<file path="config.mk">
export PLATFORM = sky130hd
export DESIGN_NAME = switch_allocator
export DESIGN_NICKNAME = d
export VERILOG_FILES = /design/src/rtl/switch_allocator_pkg.sv /design/src/rtl/switch_allocator_rr_picker.sv /design/src/rtl/switch_allocator.sv
export SDC_FILE = /design/constraint.sdc
export NUM_CORES = 1
export LEC_CHECK = 0
export CAP_MARGIN = 20
export CORE_MARGIN = 4
export CORE_UTILIZATION = 25
export CTS_CLUSTER_DIAMETER = 60
export DETAILED_ROUTE_END_ITERATION = 6
export PLACE_DENSITY = 0.59
export SETUP_SLACK_MARGIN = 0.05
export SLEW_MARGIN = 20
export SYNTH_ARGS = -nofsm -noshare
export SYNTH_HDL_FRONTEND = slang
export SYNTH_HIERARCHICAL = 1
export SYNTH_SLANG_ARGS = --single-unit
</file>
<file path="constraint.sdc">
create_clock -name clock -period 6 [get_ports clock]
set_input_delay 1.8 -clock clock [delete_from_list [all_inputs] [get_ports clock]]
set_output_delay 1.8 -clock clock [all_outputs]
set_load 0.02 [all_outputs]
</file>
<file path="src/rtl/switch_allocator_pkg.sv">
// rtl/switch_allocator_pkg.sv - shared constants, FSM encoding and XY routing helper
package switch_allocator_pkg;

    localparam int NPORT      = 5;
    localparam int TAM_FLIT   = 16;
    localparam int METADEFLIT = 8;
    localparam int PORT_BITS  = 3;

    localparam logic [PORT_BITS-1:0] EAST  = 3'd0;
    localparam logic [PORT_BITS-1:0] WEST  = 3'd1;
    localparam logic [PORT_BITS-1:0] NORTH = 3'd2;
    localparam logic [PORT_BITS-1:0] SOUTH = 3'd3;
    localparam logic [PORT_BITS-1:0] LOCAL = 3'd4;

    typedef enum logic [1:0] {
        S_IDLE  = 2'd0,
        S_ARB   = 2'd1,
        S_ROUTE = 2'd2,
        S_GRANT = 2'd3
    } state_t;

    // X is resolved before Y; all compares are unsigned.
    function automatic logic [PORT_BITS-1:0] xy_route(
        input logic [TAM_FLIT-1:0] dest,
        input logic [TAM_FLIT-1:0] addr
    );
        logic [METADEFLIT-1:0] dest_x, dest_y, local_x, local_y;
        dest_x  = dest[TAM_FLIT-1 -: METADEFLIT];
        dest_y  = dest[METADEFLIT-1:0];
        local_x = addr[TAM_FLIT-1 -: METADEFLIT];
        local_y = addr[METADEFLIT-1:0];
        if (dest_x > local_x)      return EAST;
        else if (dest_x < local_x) return WEST;
        else if (dest_y < local_y) return SOUTH;
        else if (dest_y > local_y) return NORTH;
        else                       return LOCAL;
    endfunction

endpackage

</file>
<file path="src/rtl/switch_allocator_rr_picker.sv">
// rtl/switch_allocator_rr_picker.sv - combinational round-robin request picker
module switch_allocator_rr_picker
    import switch_allocator_pkg::*;
(
    input  logic [NPORT-1:0]     req,
    input  logic [PORT_BITS-1:0] ptr,
    output logic [PORT_BITS-1:0] sel,
    output logic                 valid
);

    // Search starts one past ptr so the last winner has lowest priority.
    always_comb begin : pick
        logic [PORT_BITS-1:0] idx;
        sel   = '0;
        valid = 1'b0;
        idx   = '0;
        for (int k = 1; k <= NPORT; k++) begin
            idx = PORT_BITS'((int'(ptr) + k) % NPORT);
            if (!valid && req[idx]) begin
                sel   = idx;
                valid = 1'b1;
            end
        end
    end

endmodule

</file>
<file path="src/rtl/switch_allocator.sv">
// rtl/switch_allocator.sv - XY-mesh router switch allocator with round-robin arbitration
module switch_allocator
    import switch_allocator_pkg::*;
#(
    parameter logic [TAM_FLIT-1:0] ADDRESS = 16'h0000
) (
    input  logic                         clock,
    input  logic                         reset,
    input  logic [NPORT-1:0]             h,
    input  logic [NPORT*TAM_FLIT-1:0]    data_in,
    input  logic [NPORT-1:0]             sender,
    output logic [NPORT-1:0]             ack_h,
    output logic [NPORT-1:0]             free,
    output logic [NPORT*PORT_BITS-1:0]   mux_in,
    output logic [NPORT*PORT_BITS-1:0]   mux_out
);

    state_t               state, state_nxt;
    logic [PORT_BITS-1:0] rr_ptr, sel, tgt, pick, route;
    logic                 pick_valid;
    logic [NPORT-1:0]     just_granted, release_v;
    logic [TAM_FLIT-1:0]  dest;

    switch_allocator_rr_picker u_picker (
        .req   (h),
        .ptr   (rr_ptr),
        .sel   (pick),
        .valid (pick_valid)
    );

    assign dest  = data_in[sel*TAM_FLIT +: TAM_FLIT];
    assign route = xy_route(dest, ADDRESS);

    always_comb begin
        state_nxt = state;
        case (state)
            S_IDLE:  if (|h) state_nxt = S_ARB;
            S_ARB:   state_nxt = pick_valid ? S_ROUTE : S_IDLE;
            S_ROUTE: state_nxt = free[route] ? S_GRANT : S_IDLE;
            S_GRANT: state_nxt = S_IDLE;
            default: state_nxt = S_IDLE;
        endcase
    end

    // just_granted masks the release for one cycle so the input can raise sender.
    always_comb begin
        release_v = '0;
        for (int o = 0; o < NPORT; o++) begin
            release_v[o] = !free[o] && !sender[mux_in[o*PORT_BITS +: PORT_BITS]]
                           && !just_granted[o];
        end
    end

    always_ff @(posedge clock) begin
        if (reset) begin
            state        <= S_IDLE;
            rr_ptr       <= LOCAL;
            sel          <= '0;
            tgt          <= '0;
            ack_h        <= '0;
            free         <= '1;
            mux_in       <= '0;
            mux_out      <= '0;
            just_granted <= '0;
        end else begin
            state        <= state_nxt;
            ack_h        <= '0;
            just_granted <= '0;
            for (int o = 0; o < NPORT; o++) begin
                if (release_v[o]) free[o] <= 1'b1;
            end
            case (state)
                S_ARB: begin
                    if (pick_valid) sel <= pick;
                end
                S_ROUTE: begin
                    tgt <= route;
                    // A blocked requester gives up its turn to avoid starving others.
                    if (!free[route]) rr_ptr <= sel;
                end
                S_GRANT: begin
                    ack_h[sel]                             <= 1'b1;
                    free[tgt]                              <= 1'b0;
                    mux_in[tgt*PORT_BITS +: PORT_BITS]     <= sel;
                    mux_out[sel*PORT_BITS +: PORT_BITS]    <= tgt;
                    rr_ptr                                 <= sel;
                    just_granted[tgt]                      <= 1'b1;
                end
                default: ;
            endcase
        end
    end

endmodule

</file>
# Word level (Yosys, flattened, before mapping)
# Index checks and enable logic that the tools add are counted.
# totals
out_inout_bits,40
regBits,56
wordCells,155
# op_classes
bitwise_logic,3
add_sub_neg,7
n_reduce_logical,41
div_mod_pow,5
order_cmp,19
n_eq_ne,5
muxes,59
mul,2
shifts,5
# op_table
operator,n
modulo 32 x 4 -> 32 bit (second input constant),5
indexed part select 80 x 8 -> 16 bit,1
negation 5 -> 34 bit,2
variable shift 3 x 34 -> 15 bit (first input constant),2
indexed part select 3 x 34 -> 15 bit,2
< comparator 3 x 4 -> 1 bit (second input constant),13
binary-select mux 1 bit (select 3 bit),11
bitwise mux 15 bit,2
2-to-1 mux 3 bit,10
2-to-1 mux 1 bit,28
zero test 1 bit,19
greater-than comparator 8 x 1 -> 1 bit (second input constant),2
logical AND 1 bit,16
< comparator 8 x 1 -> 1 bit (second input constant),2
multiplier 3 x 2 -> 5 bit (second input constant),2
adder 3 x 2 -> 4 bit (second input constant),2
adder 3 x 3 -> 4 bit (second input constant),2
one-hot mux 2 bit (4 select lines),1
demux 1 bit (select 3 bit),2
greater-or-equal comparator 3 x 1 -> 1 bit (second input constant),2
2-to-1 mux 2 bit,3
one-hot mux 3 bit (2 select lines),1
bitwise AND 5 bit,1
2-to-1 mux 5 bit,1
other kinds (11),14

# Depth between registers and ports, before layout
# depth
word_depth,19
ltp_mapped,20

# By module
# The synthesis kept the hierarchy.
# by_module_without_submodules
module,area_per_inst_um2,seq_area_each_um2,n_inst,cells_each
switch_allocator,2253.4,840.8,1,268
switch_allocator_rr_picker,2092.0,0.0,1,274

# Worst setup path before layout
# Ideal clock, no wire load.
# synth_path
path_type,register to register
start,register rr_ptr[0]
end,register sel[1]
stages_incl_launch_ff,21
synth_period_minus_slack_ns,4.297
t_arrival_ns,4.232
setup_ns,0.065
setup_slack_ns,1.703
cell_sequence,dfxtp_1 > buf_6 > inv_1 > buf_6 > ha_1 > ha_1 > nor2_1 > a21oi_1 > xnor2_1 > clkinv_1 > ha_1 > inv_1 > o22ai_1 > nand2_1 > mux4_2 > a211oi_2 > o2111ai_2 > and2_1 > a31oi_1 > mux2i_1 > nor2_1
# synth_lines
item,line_no,source
from (decl),switch_allocator.sv:19,"logic [PORT_BITS-1:0] rr_ptr, sel, tgt, pick, route;"
from (signal assigned),switch_allocator.sv:79,if (!free[route]) rr_ptr <= sel;
from (signal assigned),switch_allocator.sv:86,rr_ptr <= sel;
adder 3 x 1 -> 4 bit,switch_allocator_rr_picker.sv:18,idx = PORT_BITS'((int'(ptr) + k) % NPORT);
modulo 32 x 4 -> 32 bit,switch_allocator_rr_picker.sv:18,
binary-select mux 1 bit (select 3 bit),switch_allocator_rr_picker.sv:19,if (!valid && req[idx]) begin
2-to-1 mux 1 bit (implied by the code),switch_allocator_rr_picker.sv:19,
2-to-1 mux 1 bit,switch_allocator_rr_picker.sv:19,
zero test 1 bit,switch_allocator_rr_picker.sv:19,
logical AND 1 bit,switch_allocator_rr_picker.sv:19,
2-to-1 mux 1 bit,switch_allocator_rr_picker.sv:19,
[2 not listed],--,
2-to-1 mux 1 bit,switch_allocator_rr_picker.sv:19,
zero test 1 bit,switch_allocator_rr_picker.sv:19,
logical AND 1 bit,switch_allocator_rr_picker.sv:19,
2-to-1 mux 1 bit,switch_allocator_rr_picker.sv:19,
zero test 1 bit,switch_allocator_rr_picker.sv:19,
logical AND 1 bit,switch_allocator_rr_picker.sv:19,
2-to-1 mux 3 bit *,switch_allocator_rr_picker.sv:19,
via pick[1],switch_allocator.sv:19,
to (signal assigned),switch_allocator.sv:74,if (pick_valid) sel <= pick;
to (decl),switch_allocator.sv:19,
# The timed path passes the listed nets; every way through them passes the cells marked *. The select of a mux whose other input is x is not followed.
# A chain may end at the register's enable or synchronous reset.

# Final worst setup path
# layout_path
start,register rr_ptr[1]
end,register sel[1]
# The elaborated chain is that of the path after synthesis.

==> report_table.html <==
<table>
<tr><th>Metric</th><th>Value</th></tr>
<tr><th colspan="2">Status</th></tr>
<tr><td>Run status</td><td>completed</td></tr>
<tr><th colspan="2">Routing</th></tr>
<tr><td>Via/cell ratio</td><td>5.14</td></tr>
<tr><td>Total wire length after detailed routing</td><td>around 14,000 um</td></tr>
<tr><td>Number of iterations in the first detailed-routing pass</td><td>5</td></tr>
<tr><td>Average wire length per cell after detail routing</td><td>approximately 16 um</td></tr>
<tr><td>DR DRC count</td><td>0</td></tr>
<tr><td>Via count</td><td>4,479</td></tr>
<tr><td>DRT iter0 DRCs</td><td>approximately 290</td></tr>
<tr><td>Post-route ant nets</td><td>0</td></tr>
<tr><th colspan="2">Floorplan</th></tr>
<tr><td>Die Span X</td><td>approximately 140 um</td></tr>
<tr><td>Initial Util</td><td>between 20% and 30%</td></tr>
<tr><td>Overall die height</td><td>~140 um</td></tr>
<tr><td>Full die area</td><td>a little under 20,000 sq um</td></tr>
<tr><td>Placement row count</td><td>47</td></tr>
<tr><td>Total I/O pin count</td><td>between 100 and 150</td></tr>
<tr><td>Std-Cell Core Area</td><td>16,800 sq um</td></tr>
<tr><th colspan="2">Place</th></tr>
<tr><td># port buffers</td><td>120</td></tr>
<tr><td>Weighted congestion reported at the end of routability-driven placement</td><td>between 0.8 and 0.9</td></tr>
<tr><td>Placement-stage cell area</td><td>between 5000 and 6000 sq um</td></tr>
<tr><td>DP HPWL</td><td>11,300 um</td></tr>
<tr><th colspan="2">STA</th></tr>
<tr><td>Setup TNS</td><td>0 ns</td></tr>
<tr><td>Final worst path period share</td><td>roughly four fifths</td></tr>
<tr><td>Final count of pins violating max slew</td><td>0</td></tr>
<tr><td>Time the final worst path needs with I/O delays and setup</td><td>around 4.7 ns</td></tr>
<tr><td>Normalized max-slew margin</td><td>about 46%</td></tr>
<tr><td>Timing-limited maximum frequency</td><td>approximately 210 MHz</td></tr>
<tr><td>Setup clock skew after layout</td><td>between 0.003 and 0.004 ns</td></tr>
<tr><td>Setup-violating endpoint count in the final report</td><td>0</td></tr>
<tr><td>Unrepaired setup endpoints after global routing</td><td>no</td></tr>
<tr><td>Worst slew pin tran</td><td>a little over 0.8 ns</td></tr>
<tr><td>Number of hold violations in the final report</td><td>0</td></tr>
<tr><th colspan="2">Critical path</th></tr>
<tr><td>Data arrival time at the worst-slack endpoint</td><td>4.91 ns</td></tr>
<tr><td>Required time of the worst setup path</td><td>6.21 ns</td></tr>
<tr><td>Element type at the critical path start</td><td>register</td></tr>
<tr><td>Maximum fanout encountered on the critical timing path</td><td>23</td></tr>
<tr><td>Critical path class</td><td>reg -&gt; reg</td></tr>
<tr><td>Type of destination of the critical path</td><td>register</td></tr>
<tr><th colspan="2">Final layout</th></tr>
<tr><td>Share of cells above drive strength 1</td><td>about a tenth</td></tr>
<tr><td>Antenna fix cells</td><td>0</td></tr>
<tr><td>Post-Layout Inst Area</td><td>approximately 5800 sq um</td></tr>
<tr><td>Count of fill cells added during filler insertion</td><td>roughly 1,800</td></tr>
<tr><td>Number of nets in the layout</td><td>between 700 and 800</td></tr>
<tr><td>Storage element area</td><td>841 sq um</td></tr>
<tr><td>Layout Area Growth over Synthesis</td><td>34.4%</td></tr>
<tr><td>Multi-input gate area</td><td>around 3200 sq um</td></tr>
<tr><th colspan="2">Clock tree</th></tr>
<tr><td>Clock tree sinks</td><td>42</td></tr>
<tr><td>Register clock-pin slew on the reported worst setup and hold paths</td><td>around 0.060 ns</td></tr>
<tr><td>Maximum level of the CTS H-tree</td><td>2</td></tr>
<tr><td>Setup Buffers After CTS</td><td>0</td></tr>
<tr><td>Buffers from clock root to sink, at most</td><td>2</td></tr>
<tr><td>Clock tree from TritonCTS</td><td>done</td></tr>
<tr><td>Number of resized instances in the post-cts repair step</td><td>0</td></tr>
<tr><td>Post-CTS Hold Buffers</td><td>0</td></tr>
<tr><td>Root Buffer</td><td>clkbuf_16</td></tr>
<tr><td>Clock latency on the worst-skew pair</td><td>0.28 ns</td></tr>
<tr><td>Number of buffers inserted during clock tree synthesis</td><td>5</td></tr>
<tr><th colspan="2">Synth</th></tr>
<tr><td>Number of warnings issued by yosys</td><td>6</td></tr>
<tr><td>Synth Flop Type</td><td>dfxtp_1</td></tr>
<tr><td>Number of synthesized flops with an enable pin</td><td>0</td></tr>
<tr><td>Synth unique cells</td><td>between 80 and 90</td></tr>
<tr><td>Share of synthesized area occupied by flip-flops and latches</td><td>a little under 20%</td></tr>
<tr><td>Netlist area before placement</td><td>around 4300 sq um</td></tr>
<tr><td>FFs w/ async S/R, synth</td><td>0%</td></tr>
<tr><td>Synthesized instance count</td><td>542</td></tr>
<tr><td>Post-Syn Area per Cell</td><td>around 8 sq um</td></tr>
<tr><td>Total of flip-flops plus latches after synthesis</td><td>42</td></tr>
<tr><th colspan="2">Global routing</th></tr>
<tr><td>Largest net degree at the start of global routing</td><td>24</td></tr>
<tr><td>First-pass GRT wire length</td><td>22,600 um</td></tr>
<tr><td>Antenna violations before repair</td><td>0</td></tr>
<tr><td>Via count of the first global-routing pass</td><td>around 4,300</td></tr>
<tr><td>Final global-route overflow total</td><td>0</td></tr>
<tr><td>Total global-route track usage</td><td>around 14%</td></tr>
<tr><th colspan="2">Pwr</th></tr>
<tr><td>Worst voltage drop across the vdd grid</td><td>0.0000948 V</td></tr>
<tr><td>Power per cell area</td><td>approximately 150 nW/um^2</td></tr>
<tr><td>Leakage component of the power</td><td>between 2 and 2.5 nW</td></tr>
<tr><th colspan="2">Run</th></tr>
<tr><td>Max-cap violations</td><td>0</td></tr>
<tr><th colspan="2">Min path</th></tr>
<tr><td>Min-delay worst type</td><td>reg -&gt; reg</td></tr>
</table>
## final timing paths
kind                                start      end  slack (ns)  depth (start not counted)
worst max register to register  rr_ptr[1]   sel[1]        1.30                         19
worst min-delay path              free[1]  free[1]        0.45                          1
worst min register to register    free[1]  free[1]        0.45                          1
worst max-delay path            rr_ptr[1]   sel[1]        1.30                         19
## metal layers
| metal | GRT usage [%] | vias up | wire length [um] | part of all wire [%] |
|---|---|---|---|---|
| met2 | 24.4 | 152 | 6730 | 47 |
| met1 | 17.1 | 2094 | 6290 | 44 |
| met5 | 0 | - | 0 | 0 |
| met3 | 3.50 | 11 | 1090 | 7.7 |
| li1 | - | 2222 | - | - |
| met4 | 2.70 | 0 | 136 | 0.95 |
## critical path, cell delays in order, from the launching register on
cell and delay, ns:
dfxtp_1 0.59, inv_1 0.29, ha_1 0.34, buf_4 0.22, ha_1 0.24, nor2_1 0.15, a21oi_1 0.10, xnor2_1 0.31
clkinv_1 0.21, ha_1 0.25, inv_1 0.06, o22ai_1 0.09, nand2_1 0.20, mux4_2 0.53, a211oi_2 0.26, o2111ai_2 0.22
and2_1 0.21, a31oi_1 0.15, mux2i_1 0.08, nor2_1 0.10
## placed cells by master (no fill, tap or decap), types with 4 or more instances in the layout
cell,Yosys,final
a211o_1,4,4
a211oi_1,8,8
a21oi_1,31,31
a22oi_1,12,12
a31oi_1,6,6
and2_1,5,5
and3_1,8,8
buf_4,13,7
clkbuf_16,0,5
clkdlybuf4s50_1,0,120
conb_1,1,11
dfxtp_1,42,42
ha_1,35,35
inv_1,25,25
mux2i_1,17,17
mux4_2,5,5
nand2_1,39,39
nand2b_1,10,10
nand3_1,11,11
nand3b_1,4,4
nand4_1,4,4
nor2_1,64,64
nor2b_1,8,8
nor3_1,12,12
nor4_1,21,21
o211a_1,5,5
o211ai_1,7,7
o21ai_0,20,20
o22ai_1,6,6
o31ai_1,4,4
or2_2,5,5
or3_1,4,4
xnor2_1,6,6
## power by group
part	total [mW]	internal (mW)	switching (mW)
clock network	0.265	0.154	0.111
registers	0.303	0.284	0.0190
logic	0.302	0.145	0.157
## metrics by stage
stage          hold WS (ns)  worst slack (ns)  instances  power [mW]  utilization, %
2_1_floorplan         0.532              1.70        552       0.501               -
3_3_place_gp          0.435              1.34        864       0.609            33.9
3_5_place_dp          0.434              1.32        864       0.610            33.9
4_1_cts               0.451              1.30        872       0.875            34.7
5_1_grt               0.476             0.846        872       0.914            34.7
6_report              0.447              1.30        872       0.870            34.7
## flip-flops by register name, summed over array words and instances (netlist names)
signal        flops
mux_out          10
mux_in            9
ack_h             5
free              5
just_granted      3
rr_ptr            3
sel               3
state             2
tgt               2
## area by class of cell
type | instances | share of cell area [%]
Multi-Input combinational cell | 445 | 55.1
Timing Repair Buffer | 127 | 21.5
Sequential cell | 42 | 14.4
Tap cell | 220 | 4.71
Clock buffer | 6 | 2.21
Inverter | 30 | 1.93
Clock inverter | 2 | 0.236
## logic make-up (layout without fill, tap and decap cells)
group           count (synthesis)  in the layout  synth area share, %
simple gates                  214            214                 25.7
fa+ha+maj                      35             35                 10.1
mux                            27             27                 8.23
xor+xnor                        9              9                 2.59
flops                          42             42                 19.3
compound gates                149            149                 26.5
buf+inv                        65            165                 7.51
other cells                     1             11               0.0863
## cell usage after synthesis (10+ instances only)
cell type | number | area, sq um
nor3_1 | 12 | 60.1
nor4_1 | 21 | 131
nand2b_1 | 10 | 62.6
nand3_1 | 11 | 55.1
o21ai_0 | 20 | 100
nor2_1 | 64 | 240
nand2_1 | 39 | 146
inv_1 | 25 | 93.8
a22oi_1 | 12 | 90.1
dfxtp_1 | 42 | 841
clkbuf_1 | 15 | 56.3
buf_4 | 13 | 97.6
a21oi_1 | 31 | 155
mux2i_1 | 17 | 170
ha_1 | 35 | 438
No activity file was read; power rests on OpenSTA's default activity.
